### config.mk
export PLATFORM = sky130hd
export DESIGN_NAME = calc_seq_ctrl
export DESIGN_NICKNAME = d
export VERILOG_FILES = /design/src/rtl/calc_seq_ctrl_pkg.sv /design/src/rtl/calc_seq_ctrl_btn_edge_detect.sv /design/src/rtl/calc_seq_ctrl.sv
export SDC_FILE = /design/constraint.sdc
export NUM_CORES = 1
export LEC_CHECK = 0
export CORE_UTILIZATION = 40
export CTS_CLUSTER_DIAMETER = 60
export DETAILED_ROUTE_END_ITERATION = 7
export GPL_TIMING_DRIVEN = 0
export HOLD_SLACK_MARGIN = 0.05
export PLACE_DENSITY = 0.65
export SYNTH_ARGS = -nofsm -noshare
export SYNTH_HDL_FRONTEND = slang
export SYNTH_HIERARCHICAL = 1
export SYNTH_SLANG_ARGS = --single-unit
export TNS_END_PERCENT = 50
### constraint.sdc
create_clock -name i_w_clk -period 2.8 [get_ports i_w_clk]
set_clock_uncertainty 0.1 [all_clocks]
set_input_delay 0.7 -clock i_w_clk [delete_from_list [all_inputs] [get_ports i_w_clk]]
set_output_delay 0.7 -clock i_w_clk [all_outputs]
set_load 0.005 [all_outputs]
### src/rtl/calc_seq_ctrl_pkg.sv
// calc_seq_ctrl_pkg: shared state encodings and display message constants for calc_seq_ctrl
package calc_seq_ctrl_pkg;
  typedef enum logic [2:0] {
    S_IDLE   = 3'd0,
    S_LOADED = 3'd1,
    S_ADD    = 3'd2,
    S_SUB    = 3'd3,
    S_ERR    = 3'd7
  } state_e;
  localparam int MSG_W_DEF = 10;
  localparam logic [MSG_W_DEF-1:0] MESSAGE_DEFAULT = 10'h3FF;
  localparam logic [MSG_W_DEF-1:0] MESSAGE_ERROR   = 10'h3EE;
  localparam int MSG_MINUS_BIT = MSG_W_DEF - 1;
endpackage

### src/rtl/calc_seq_ctrl_btn_edge_detect.sv
// btn_edge_detect: registered one-cycle pulse on a 0->1 button transition; history resets to 1
module btn_edge_detect (
  input  logic clk,
  input  logic rst,
  input  logic btn,
  output logic pulse
);
  logic prev_q, prev_d, pulse_q, pulse_d;
  always_comb begin
    prev_d = btn;
    pulse_d = btn & ~prev_q;
  end
  always_ff @(posedge clk) begin
    if (rst) begin
      prev_q <= 1'b1;
      pulse_q <= 1'b0;
    end else begin
      prev_q <= prev_d;
      pulse_q <= pulse_d;
    end
  end
  assign pulse = pulse_q;
endmodule

### src/rtl/calc_seq_ctrl.sv
// calc_seq_ctrl: load/add/sub calculator controller formatting a 7-segment message.
// Define CALC_ACCUM_EN to chain results into operand A with a sticky flag.
module calc_seq_ctrl
  import calc_seq_ctrl_pkg::*;
#(
  parameter int W = 4,
  parameter int MSG_W = 10
) (
  input  logic             i_w_clk,
  input  logic             i_w_reset,
  input  logic [W-1:0]     i_w_operand1,
  input  logic [W-1:0]     i_w_operand2,
  input  logic             i_w_op_ready_button,
  input  logic             i_w_add_button,
  input  logic             i_w_sub_button,
  output logic [W:0]       o_r_result,
  output logic             o_r_flag,
  output logic [2:0]       o_r_state,
  output logic [2*W-1:0]   o_r_leds,
  output logic [MSG_W-1:0] o_r_message
);
`ifdef CALC_ACCUM_EN
  localparam bit STICKY = 1'b1;
`else
  localparam bit STICKY = 1'b0;
`endif
  localparam int MINUS_BIT = MSG_W - MSG_W_DEF + MSG_MINUS_BIT;
  localparam logic [MSG_W-1:0] MINUS_MASK = MSG_W'(1) << MINUS_BIT;
  logic ld_p, add_p, sub_p, live, ops_ok, chained;
  state_e state_q, state_d;
  logic [W-1:0] a_q, a_d, b_q, b_d;
  logic [W:0] result_q, result_d, sum, diff, mag;
  logic flag_q, flag_d;
  logic [2*W-1:0] leds_q, leds_d;
  logic [MSG_W-1:0] message_q, message_d;
  btn_edge_detect u_ld (.clk(i_w_clk), .rst(i_w_reset), .btn(i_w_op_ready_button), .pulse(ld_p));
  btn_edge_detect u_add (.clk(i_w_clk), .rst(i_w_reset), .btn(i_w_add_button), .pulse(add_p));
  btn_edge_detect u_sub (.clk(i_w_clk), .rst(i_w_reset), .btn(i_w_sub_button), .pulse(sub_p));
  assign sum = {1'b0, a_q} + {1'b0, b_q};
  assign diff = {1'b0, a_q} - {1'b0, b_q};
  always_comb begin
    state_d = state_q;
    a_d = a_q;
    b_d = b_q;
    result_d = result_q;
    flag_d = flag_q;
    live = state_q inside {S_IDLE, S_LOADED, S_ADD, S_SUB};
    ops_ok = state_q != S_IDLE;
    chained = STICKY && (state_q == S_ADD || state_q == S_SUB);
    if (!live) begin
      state_d = S_ERR;
    end else if (ld_p) begin
      state_d = S_LOADED;
      a_d = chained ? result_q[W-1:0] : i_w_operand1;
      b_d = i_w_operand2;
      flag_d = flag_q & ~(STICKY & (state_q == S_IDLE));
    end else if (add_p && ops_ok) begin
      state_d = S_ADD;
      result_d = sum;
      flag_d = (STICKY & flag_q) | sum[W];
    end else if (sub_p && ops_ok) begin
      state_d = S_SUB;
      result_d = diff;
      flag_d = (STICKY & flag_q) | (a_q < b_q);
    end
    // a negative SUB result always has bit W set, so it doubles as the sign
    mag = '0 - result_d;
    message_d = (state_d == S_ERR) ? MSG_W'(MESSAGE_ERROR)
              : (state_d == S_ADD) ? MSG_W'(result_d)
              : (state_d == S_SUB && result_d[W]) ? (MSG_W'(mag) | MINUS_MASK)
              : (state_d == S_SUB) ? MSG_W'(result_d)
              : MSG_W'(MESSAGE_DEFAULT);
    leds_d = (state_d == S_IDLE) ? {i_w_operand2, i_w_operand1} : {b_d, a_d};
  end
  always_ff @(posedge i_w_clk) begin
    if (i_w_reset) begin
      state_q <= S_IDLE;
      a_q <= '0;
      b_q <= '0;
      result_q <= '0;
      flag_q <= 1'b0;
      leds_q <= '0;
      message_q <= MSG_W'(MESSAGE_DEFAULT);
    end else begin
      state_q <= state_d;
      a_q <= a_d;
      b_q <= b_d;
      result_q <= result_d;
      flag_q <= flag_d;
      leds_q <= leds_d;
      message_q <= message_d;
    end
  end
  assign o_r_result = result_q;
  assign o_r_flag = flag_q;
  assign o_r_state = state_q;
  assign o_r_leds = leds_q;
  assign o_r_message = message_q;
endmodule
## After elaboration in Yosys (flattened, before gate mapping)

Index checks and enable logic that the tools add are counted.

- Register bits after elaboration: 41
- Bits in latches: 0
- RAM bits: 0
- Memory bits (read-only): 0
- Input bits: 13
- Output and inout bits: 27
- Word-level logic and storage cells: 60
- Memories: 0

- Add/sub/neg operators: 3
- $mul: 0
- Divide/modulo/power cells: 0
- Order comparisons: 1
- Equality and inequality tests: 6
- Shifts and indexed selects: 0
- Multiplexer cells: 19
- Bitwise logic cells: 7
- Reductions and logical operators: 10

Operators with widths:

| cell | count |
|---|---|
| 10-bit 2-to-1 mux | 3 |
| 5-bit 2-to-1 mux | 5 |
| 4-bit 2-to-1 mux | 4 |
| 3-bit by 2-bit equality test with 1-bit output (second input constant) | 4 |
| 3-bit 2-to-1 mux | 4 |
| 8-bit 2-to-1 mux | 1 |
| 3-bit logical NOT | 2 |
| 4-bit by 4-bit adder with 5-bit output | 1 |
| 1-bit by 5-bit subtractor with 5-bit output (first input constant) | 1 |
| 4-bit by 4-bit subtractor with 5-bit output | 1 |
| 4-bit less-than comparator | 1 |
| 1-bit inverter | 4 |
| 4-bit nonzero test | 1 |
| 1-bit bitwise AND | 3 |
| 3-bit by 1-bit equality test with 1-bit output (second input constant) | 1 |
| 3-bit equality test (second input constant) | 1 |
| 1-bit logical AND | 3 |
| 3-bit AND reduction | 1 |
| 3-bit nonzero test | 1 |
| 1-bit 2-to-1 mux | 2 |
| 2-bit nonzero test | 1 |
| 2-bit OR reduction | 1 |

## Logic depth before layout (Yosys ltp)

Gate-level depths: netlist of the first run.

- Depth after elaboration: 11
- Gate-level depth with buffers: 11
- Mapped depth without buffers: 11

## Cells and area by module

The synthesis of the first run kept the hierarchy.

By module, submodules not included:

| module | instances | cells an instance | area each (µm²) | seq. area each (µm²) |
|---|---|---|---|---|
| calc_seq_ctrl | 1 | 188 | 1669.1 | 640.6 |
| btn_edge_detect | 3 | 4 | 58.8 | 40.0 |

## Worst setup path after synthesis of the first run

Ideal clock, no wire load.

- Path type: register to register
- From: reg a_q[0]
- To: reg message_q[2], in the netlist o_r_message[2]
- Library setup time: 141 ps
- Arrival time: 2194 ps
- Data required time: 2559 ps
- Path slack: 366 ps
- Stages on the path, launching flop included: 12
- Buffers on the path: 0
- Period minus slack after synthesis: 2434 ps
- Path through: dfxtp_1 -> inv_1 -> ha_1 -> inv_1 -> fa_1 -> inv_1 -> a41oi_1 -> o221ai_1 -> ha_1 -> nor4_1 -> xor2_1 -> nand2_1

- Word-level cells in the longest chain between the ends: 8
- Elaborated cells between the ends (all ways): 11
- Classes of those cells: add/sub: 3; mux: 7; reduce/logical: 1

Ends and longest elaborated chain:

| element | line | source |
|---|---|---|
| start, declared | calc_seq_ctrl.sv:31 | `logic [W-1:0] a_q, a_d, b_q, b_d;` |
| start signal, assigned | calc_seq_ctrl.sv:78 | `a_q <= '0;` |
| start signal, assigned | calc_seq_ctrl.sv:86 | `a_q <= a_d;` |
| 4-bit by 4-bit subtractor with 5-bit output | calc_seq_ctrl.sv:40 | `assign diff = {1'b0, a_q} - {1'b0, b_q};` |
| 5-bit 2-to-1 mux | calc_seq_ctrl.sv:61 | `end else if (sub_p && ops_ok) begin` |
| 5-bit 2-to-1 mux (*) | calc_seq_ctrl.sv:57 | `end else if (add_p && ops_ok) begin` |
| 5-bit 2-to-1 mux (*) | calc_seq_ctrl.sv:52 | `end else if (ld_p) begin` |
| 5-bit 2-to-1 mux (*) | calc_seq_ctrl.sv:50 | `if (!live) begin` |
| 1-bit by 5-bit subtractor with 5-bit output, or another cell as far along | calc_seq_ctrl.sv:67 | `mag = '0 - result_d;` |
| 10-bit 2-to-1 mux | calc_seq_ctrl.sv:70 | `: (state_d == S_SUB && result_d[W]) ? (MSG_W'(mag) \| MINUS_MASK)` |
| 10-bit 2-to-1 mux (*) | calc_seq_ctrl.sv:69 | `: (state_d == S_ADD) ? MSG_W'(result_d)` |
| end signal, assigned | calc_seq_ctrl.sv:83 | `message_q <= MSG_W'(MESSAGE_DEFAULT);` |
| end signal, assigned | calc_seq_ctrl.sv:91 | `message_q <= message_d;` |
| end, declared | calc_seq_ctrl.sv:35 | `logic [MSG_W-1:0] message_q, message_d;` |

Every way passes the cells marked *; elsewhere a longest branch is shown, timed or not.
A chain may end at the register's enable or synchronous reset.

## Final worst setup path of the first run

- From: reg a_q[0]
- To: reg message_q[3], in the netlist o_r_message[3]

The elaborated chain is that of the path after synthesis.

==> flow_metrics.tcl, run 1 <==
set metrics [dict create \
    whs_ns 0.305 \
    ys_types 50 \
    cts_root_buffer "clkbuf_8" \
    synth_top_family_by_area "simple AND/OR/NAND/NOR gates" \
    die-area_um2 4890 \
    finalSetupViolations 0 \
    yosysWarnings 6 \
    drv_slew 0 \
    drive_gt1_share_pct 10.2 \
    crit_family "compound AO/OA/AOI/OAI gates" \
    status "finished clean" \
    path_cells "inv_1, ha_1, inv_1, fa_1, a21o_1, a211oi_1, a21oi_1, nor3_2, and3_1, o21ai_1" \
    die_w_um 69.9 \
    period_needed_ns 2.64 \
    io_pins 40 \
    drv_cap 0 \
    worstMarginPinSlew_ns 0.698 \
    syn2layout_area_growth_pct 29.8 \
    path_clk_slew_ns 0.07 \
    cpMostUsedCell "inv_1" \
    grt_usage_pct 16.5 \
    grt-ovfl-total 0 \
    wl_per_cell_um 12.2 \
    routed_via_density 4.98 \
    grt_pass1_vias 1391 \
    met2WireLength_um 1640 \
    top_layer "met4" \
    ant_nets 0 \
    hp-class "reg -> reg" \
    numPortBuffers 39 \
    start_util_pct 42.1 \
    grt_max_degree 11 \
    seq_area_frac_synth_pct 41.2 \
    crit_type "reg -> reg" \
    cts.sinks 38 \
    ctsHoldBuffers 0 \
    cts_buffers 5 \
    fmax_mhz 378 \
    first_iter_violations 52 \
    dpl.hpwl_um 2760 \
    synth_top_area_share_pct 41.2 \
    critPathMaxStageDelay_ns 0.41 \
    die_h_um 69.9 \
    cp_num_buf_inv 2 \
    synth_fp_nets 224 \
    synth-xor-area-share_pct 1.42 \
    synth_mux_area_share_pct 7.05 \
    drt_pre_antenna_iters 4 \
    diodes 0 \
    synth-compound-area-share_pct 12.6 \
    fin_crit_sh_pct 94.4 \
    cts_max_level 2 \
    irDropWorstVdd_mv 0.238 \
    power_uw 1010 \
    drc_errors 0 \
    p_per_area_nw_per_um2 423 \
    nets 270 \
    cp_slowest_cell "a211oi_1" \
    startpoint_type "register" \
    r2r_slack_ns 0.16 \
    syn_inst 200 \
    relSlewSlack_pct 53.1 \
    fp.coreArea_um2 4380 \
    synthAdderAreaFrac_pct 8.27 \
    clk_latency_ns 0.28 \
    clk_path_buf_depth 2 \
    synth_common_cells "38 x dfxtp_1, 38 x nor2_1, 13 x mux2i_1" \
    synth_edf_count 0 \
    hold_viol 0 \
    gp_congestion 0.833 \
    synthSimpleGateAreaFrac_pct 22.5 \
    synth.largest_area_cell "dfxtp_1" \
    met1_length_um 1780 \
    worstPathRequired_ns 2.84 \
    avgSynthCellArea_um2 9.23 \
    num_rows 24 \
    grt_pass1_wl_um 6340 \
    tritoncts "yes" \
    async_flop_share_pct 0 \
    wl_met3_um 144 \
    p_leak_uw 0.000959 \
    cts_setup_buffers 0 \
    crit_arrival_ns 2.68 \
    ys.flop_type "dfxtp_1" \
    ys_seq_elements 38 \
    antenna_found_initial 0 \
    cp-end-kind "register" \
    synth_area_leaders "dfxtp_1 41%, nor2_1 7.7%, mux2i_1 7.1%" \
    rsz0062_at_grt "true" \
    postRouteWirelength_um 3640 \
    vias 1485 \
    critical_path.max_fanout 5 \
    synth_area_um2 1850 \
]
layer usage:
layer	global-route usage, %	vias to the layer above
li1	-	778
met1	20.8	670
met2	26.3	30
met3	4.62	7
met4	7.33	0
met5	0	-
final timing paths:
check,from,end,cells past startpoint
hold / removal,u_ld/prev_q,u_ld/pulse,1
setup / recovery,a_q[0],o_r_message[3],10
setup reg to reg,a_q[0],o_r_message[3],10
hold reg to reg,u_ld/prev_q,u_ld/pulse,1
stage by stage:
step / area, um^2 / util (%) / cells / setup slack, ns / TNS [ns]
after global routing: 2390 / 54.6 / 298 / -0.0283 / -0.0283
final: 2390 / 54.6 / 298 / 0.156 / 0
after detailed placement: 2300 / 52.5 / 291 / 0.0795 / 0
after global placement: 2300 / 52.5 / 291 / 0.0616 / 0
after CTS: 2380 / 54.2 / 298 / 0.0638 / 0
after floorplan: 1850 / - / 200 / 0.366 / 0
cells in the final DEF (no fill, tap or decap), drive strengths merged, types with 2 or more instances in the layout:
cell,synthesis,final
a211oi,2,2
and2b,2,2
mux2i,13,13
nand4,2,2
nor2,39,39
o31ai,2,2
nor3b,4,4
nand2,5,5
clkdlybuf4s50,0,39
a21oi,9,9
o21a,4,4
nor3,5,5
nand3,2,2
dfxtp,38,38
ha,9,9
inv,10,10
xnor2,2,2
clkbuf,6,13
o21bai,2,2
nor4,2,2
nand2b,2,2
buf,5,5
a221oi,2,2
or2,5,5
and3,3,3
nor2b,4,4
fa,2,2
o21ai,4,4
a311oi,2,2
where the power goes:
| part | leakage, uW | switching (uW) | internal (uW) | total, uW |
|---|---|---|---|---|
| registers | 0.000310 | 8.76 | 556 | 565 |
| clock network | 0.0000383 | 168 | 171 | 339 |
| logic | 0.000610 | 49.0 | 60.4 | 109 |
cell families after synthesis:
group | count (synthesis)
flops | 38
xor+xnor | 3
compound gates | 34
simple gates | 79
mux | 13
fa+ha+maj | 11
buf+inv | 22
flip-flops by register name (all words and copies together) (netlist names):
name / cells
o_r_state: 3
u_ld/prev_q: 1
o_r_message: 7
b_q: 4
u_ld/pulse: 1
u_add/prev_q: 1
o_r_leds: 8
a_q: 4
o_r_flag: 1
u_add/pulse: 1
u_sub/prev_q: 1
u_sub/pulse: 1
o_r_result: 5
final cells by class:
class | count | area, um^2
flip-flops and latches | 38 | 761
plain buffers | 12 | 90.1
well taps | 52 | 65.1
fillers | 416 | 1990
repair buffers | 39 | 390
clock buffers | 7 | 76.3
multi-input cells | 140 | 975
inverters | 10 | 37.5
timing repair:
action                                 in CTS  in global routing
setup endpoints to repair                   0                  3
resized for setup                           0                  3
endpoints found under the hold margin       0                  0
Note: power is estimated with default switching activity, not from simulation.
==> run 2, diff against run 1 <==
--- a/config.mk
+++ b/config.mk
@@ -5,12 +5,12 @@
 export SDC_FILE = /design/constraint.sdc
 export NUM_CORES = 1
 export LEC_CHECK = 0
-export CORE_UTILIZATION = 40
+export CORE_UTILIZATION = 45
 export CTS_CLUSTER_DIAMETER = 60
 export DETAILED_ROUTE_END_ITERATION = 7
 export GPL_TIMING_DRIVEN = 0
 export HOLD_SLACK_MARGIN = 0.05
-export PLACE_DENSITY = 0.65
+export PLACE_DENSITY = 0.75
 export SYNTH_ARGS = -nofsm -noshare
 export SYNTH_HDL_FRONTEND = slang
 export SYNTH_HIERARCHICAL = 1
==> constraint.sdc (replaced) <==
create_clock -name i_w_clk -period 2.15 [get_ports i_w_clk]
set_clock_uncertainty 0.1 [all_clocks]
set_input_delay 0.5375 -clock i_w_clk [delete_from_list [all_inputs] [get_ports i_w_clk]]
set_output_delay 0.5375 -clock i_w_clk [all_outputs]
set_load 0.005 [all_outputs]
==> flow_metrics.tcl, run 2 (same netlist as run 1, synthesis figures left out) <==
set metrics [dict create \
    drive_gt1_share_pct 21.2 \
    drv_cap 0 \
    die-area_um2 4360 \
    gp_congestion 0.910 \
    postRouteWirelength_um 3920 \
    hold_viol 0 \
    first_iter_violations 71 \
    cp-end-kind "register" \
    p_int_uw 1030 \
    antenna_found_initial 0 \
    diodes 0 \
    r2r_slack_ns -0.13 \
    ctsHoldBuffers 0 \
    fin_util_pct 67.3 \
    start_util_pct 48.6 \
    worst_slack_ns -0.126 \
    period_needed_ns 2.28 \
    largest_reg_flops 8 \
    fp.coreArea_um2 3800 \
    fmax_mhz 439 \
    p_per_area_nw_per_um2 524 \
    grt_usage_pct 20.0 \
    grt-ovfl-total 0 \
    p_switching_uw 309 \
    wl_per_cell_um 12.9 \
    critical_path.max_fanout 3 \
    finalSetupViolations 5 \
    fin_area_um2 2560 \
    clk_latency_ns 0.29 \
    vias 1533 \
    whs_ns 0.306 \
    io_pins 40 \
    nFillCells 331 \
    syn2layout_area_growth_pct 38.5 \
    combPwrFrac_pct 11.6 \
    grt_pass1_wl_um 6310 \
    worstMarginPinSlew_ns 0.562 \
    num_rows 22 \
    violations "negative setup slack" \
    grt_max_degree 11 \
    path_clk_slew_ns 0.07 \
    die_h_um 66.0 \
    startpoint_type "register" \
    die_w_um 66.0 \
    drc_errors 0 \
    pwr-share-clk_pct 33.6 \
    irDropWorstVdd_mv 0.348 \
    cp_slowest_cell "fa_2" \
    tritoncts "yes" \
    status "finished, violations left" \
    drt_pre_antenna_iters 4 \
    critPathMaxStageDelay_ns 0.35 \
    most-common-layout-cells "39 x clkdlybuf4s50_1, 38 x nor2_1, 34 x dfxtp_1" \
    fin_crit_sh_pct 106 \
    worstPathRequired_ns 2.22 \
    cpMostUsedCell "inv_2" \
    cts_root_buffer "clkbuf_8" \
    rsz0062_at_grt "true" \
    ant_nets 0 \
    relSlewSlack_pct 62.5 \
    hp-class "reg -> reg" \
    grt_pass1_vias 1335 \
    cts_buffers 5 \
    final_common_cell "clkdlybuf4s50_1" \
    switching_share_pct 23.1 \
    nets 279 \
    clk_path_buf_depth 2 \
    dpl_cell_area_um2 2350 \
    power_uw 1340 \
    path_cells "inv_2, ha_4, inv_2, fa_2, a21o_1, a211oi_4, a21oi_2, nor4_4, xor2_1, nand2_1" \
    routed_via_density 5.06 \
    dpl.hpwl_um 2700 \
    drv_slew 0 \
    crit_type "reg -> reg" \
    cts.sinks 38 \
    p_seq_share_pct 54.9 \
    cts_max_level 2 \
    p_leak_uw 0.00102 \
    crit_arrival_ns 2.34 \
    numPortBuffers 39 \
]
[run 2: power groups by stage]
stage / Sequential (uW) / Combinational (uW) / Clock [uW]
after CTS: 736 / 152 / 468
after global routing: 737 / 171 / 505
final: 735 / 155 / 450
after floorplan: 751 / 77.2 / 0
after global placement: 751 / 143 / 0
after detailed placement: 752 / 144 / 0
[run 2: cell type report]
type	instances	area (um^2)	share of cell area, %
multi-input cells	140	1070	41.7
flip-flops and latches	38	768	30.1
plain buffers	12	90.1	3.52
well taps	48	60.1	2.35
clock buffers	7	76.3	2.99
repair buffers	48	458	17.9
inverters	10	37.5	1.47
[run 2: critical path, delay by kind of cell (launching register included)]
family          cells  cell delay [ns]
xor+xnor            1             0.17
buf+inv             2             0.10
simple gates        2             0.35
compound gates      3             0.61
fa+ha+maj           2             0.48
flops               1             0.34
[run 2: path summary, 6_finish.rpt]
kind	endpoint	cells past startpoint	start
worst min register to register	u_add/pulse	1	u_add/prev_q
worst max register to register	o_r_message[2]	10	a_q[0]
worst max-delay path	o_r_message[2]	10	a_q[0]
worst min-delay path	u_add/pulse	1	u_add/prev_q
[run 2: metrics by stage]
stage	setup TNS, ns	worst slack, ns	std cells
detailed placement	-1.96	-0.502	287
global placement	-1.77	-0.454	287
global route	-0.910	-0.236	303
CTS	-0.455	-0.173	300
finish	-0.391	-0.126	303
floorplan	-0.115	-0.0540	200
[run 2: routing by layer]
layer,part of all wire (%),global-route usage (%)
met2,46,30.2
met3,5.4,7.41
met5,0,0
met1,47,26.2
met4,1.2,6.38
[run 2: repair_timing]
| item | 4_1_cts | 5_1_grt |
|---|---|---|
| setup buffers | 6 | 3 |
| setup endpoints to repair | 5 | 7 |
| resized for setup | 11 | 5 |
| pin swaps | 10 | 6 |
| cloned | 0 | 0 |
==> run 3, diff against run 2 <==
--- a/config.mk
+++ b/config.mk
@@ -11,6 +11,7 @@
 export GPL_TIMING_DRIVEN = 0
 export HOLD_SLACK_MARGIN = 0.05
 export PLACE_DENSITY = 0.75
+export SKIP_LAST_GASP = 1
 export SYNTH_ARGS = -nofsm -noshare
 export SYNTH_HDL_FRONTEND = slang
 export SYNTH_HIERARCHICAL = 1
==> flow_metrics.tcl, run 3 (same netlist as run 1, synthesis figures left out) <==
set metrics [dict create \
    dp_slack_ns -0.502 \
    worstPathRequired_ns 2.22 \
    fmax_mhz 433 \
    numPortBuffers 39 \
    rr_endpoint "o_r_message[2]" \
    die_w_um 66.0 \
    grt_pass1_vias 1335 \
    switching_share_pct 23.2 \
    grt-ovfl-total 0 \
    io_pins 40 \
    ant_nets 0 \
    cts.sinks 38 \
    violations "negative setup slack" \
    relSlewSlack_pct 62.5 \
    crit_arrival_ns 2.38 \
    cts_max_level 2 \
    fp.coreArea_um2 3800 \
    period_needed_ns 2.31 \
    p_int_uw 1030 \
    combPwrFrac_pct 11.7 \
    antenna_found_initial 0 \
    r2r_cells 10 \
    clk_path_buf_depth 2 \
    drv_slew 0 \
    postRouteWirelength_um 4030 \
    crit_type "reg -> reg" \
    irDropWorstVdd_mv 0.347 \
    cts_buffers 5 \
    clk_latency_ns 0.29 \
    busiest_layer "met2" \
    start_util_pct 48.6 \
    drt_pre_antenna_iters 5 \
    nFillCells 323 \
    rsz0062_at_grt "true" \
    hp-class "reg -> reg" \
    p_switching_uw 312 \
    largest_reg_flops 8 \
    most-common-layout-cells "39 x clkdlybuf4s50_1, 38 x nor2_1, 35 x dfxtp_1" \
    p_per_area_nw_per_um2 518 \
    dpl.hpwl_um 2700 \
    worst_slack_ns -0.161 \
    grt_usage_pct 20.0 \
    wl_per_cell_um 13.2 \
    syn2layout_area_growth_pct 40.5 \
    grt_pass1_wl_um 6310 \
    layout.cells.non_filler 306 \
    finalSetupViolations 6 \
    critPathCapture "o_r_message[2]" \
    grtUsageMet1_pct 26.2 \
    worstMarginPinSlew_ns 0.562 \
    grtUsageMet3_pct 7.41 \
    pwr-share-clk_pct 33.6 \
    p_seq_share_pct 54.7 \
    dpl_cell_area_um2 2350 \
    use_met2_pct 30.2 \
    tritoncts "yes" \
    placed_cells 287 \
    fin_area_um2 2590 \
    first_iter_violations 64 \
    cp-end-kind "register" \
    p_leak_uw 0.00104 \
    drc_errors 0 \
    fin_crit_sh_pct 107 \
    ctsHoldBuffers 0 \
    num_rows 22 \
    grt_max_degree 11 \
    nets 282 \
    drive_gt1_share_pct 22.1 \
    hold_viol 0 \
    fin_util_pct 68.3 \
    r2r_slack_ns -0.16 \
    routed_via_density 5.14 \
    cp-startpoint "a_q[0]" \
    die_h_um 66.0 \
    critical_path.max_fanout 3 \
    final_common_cell "clkdlybuf4s50_1" \
    gp_congestion 0.910 \
    r2r_start "a_q[0]" \
    power_uw 1340 \
    vias 1572 \
    status "finished, violations left" \
    die-area_um2 4360 \
    diodes 0 \
    path_clk_slew_ns 0.07 \
    cts_root_buffer "clkbuf_8" \
    startpoint_type "register" \
    drv_cap 0 \
]
==> run 3: changes by cell type in the layout (fill, tap and decap cells not counted), sizes merged <==
cell  before  now
buf       14   17
==> run 3: per-stage QoR <==
step	hold slack [ns]	setup TNS, ns
finish	0.306	-0.603
global route	0.318	-1.30
CTS	0.307	-0.464
detailed placement	0.298	-1.96
global placement	0.291	-1.77
floorplan	0.287	-0.115
==> run 3: power by group through the flow <==
stage / Sequential (uW) / Combinational (uW) / Clock [uW]
global placement: 751 / 143 / 0
global route: 737 / 174 / 505
floorplan: 751 / 77.2 / 0
finish: 735 / 158 / 451
CTS: 736 / 152 / 468
detailed placement: 752 / 144 / 0
==> run 3: area by class of cell <==
type	instances	area, um^2	share of cell area (%)
clock buffer	7	76.3	2.94
sequential	38	767	29.6
inverter	10	37.5	1.45
buffer	12	90.1	3.47
multi-input combinational	140	1080	41.7
tap	48	60.1	2.32
timing repair buffer	51	480	18.5
==> run 3: routing by layer <==
layer,part of all wire [%],wire length (um)
met5,0,0
met4,1.2,48
met3,5.8,234
met2,47,1880
met1,46,1870
==> run 3: worst max-delay path, cell delays in order, from the launching register on <==
cell,delay [ns]
dfxtp_2,0.34
inv_2,0.07
ha_4,0.13
inv_2,0.03
fa_2,0.34
a21o_1,0.20
a211oi_4,0.32
a21oi_2,0.14
nor4_4,0.28
xor2_1,0.17
nand2_1,0.06
==> run 3: how the worst min path moves through the flow <==
stage / startpoint / to / cells after the start
after floorplan: u_add/prev_q / u_add/pulse / 1
after global placement: u_sub/prev_q / u_sub/pulse / 1
after detailed placement: u_sub/prev_q / u_sub/pulse / 1
after CTS: u_sub/prev_q / u_sub/pulse / 1
after global routing: u_add/prev_q / u_add/pulse / 1
final: u_add/prev_q / u_add/pulse / 1
==> run 3: repair_timing <==
action	4_1_cts	5_1_grt
pin swaps	8	11
endpoints found under the setup margin	5	7
resized for setup	10	7
setup buffers	6	6
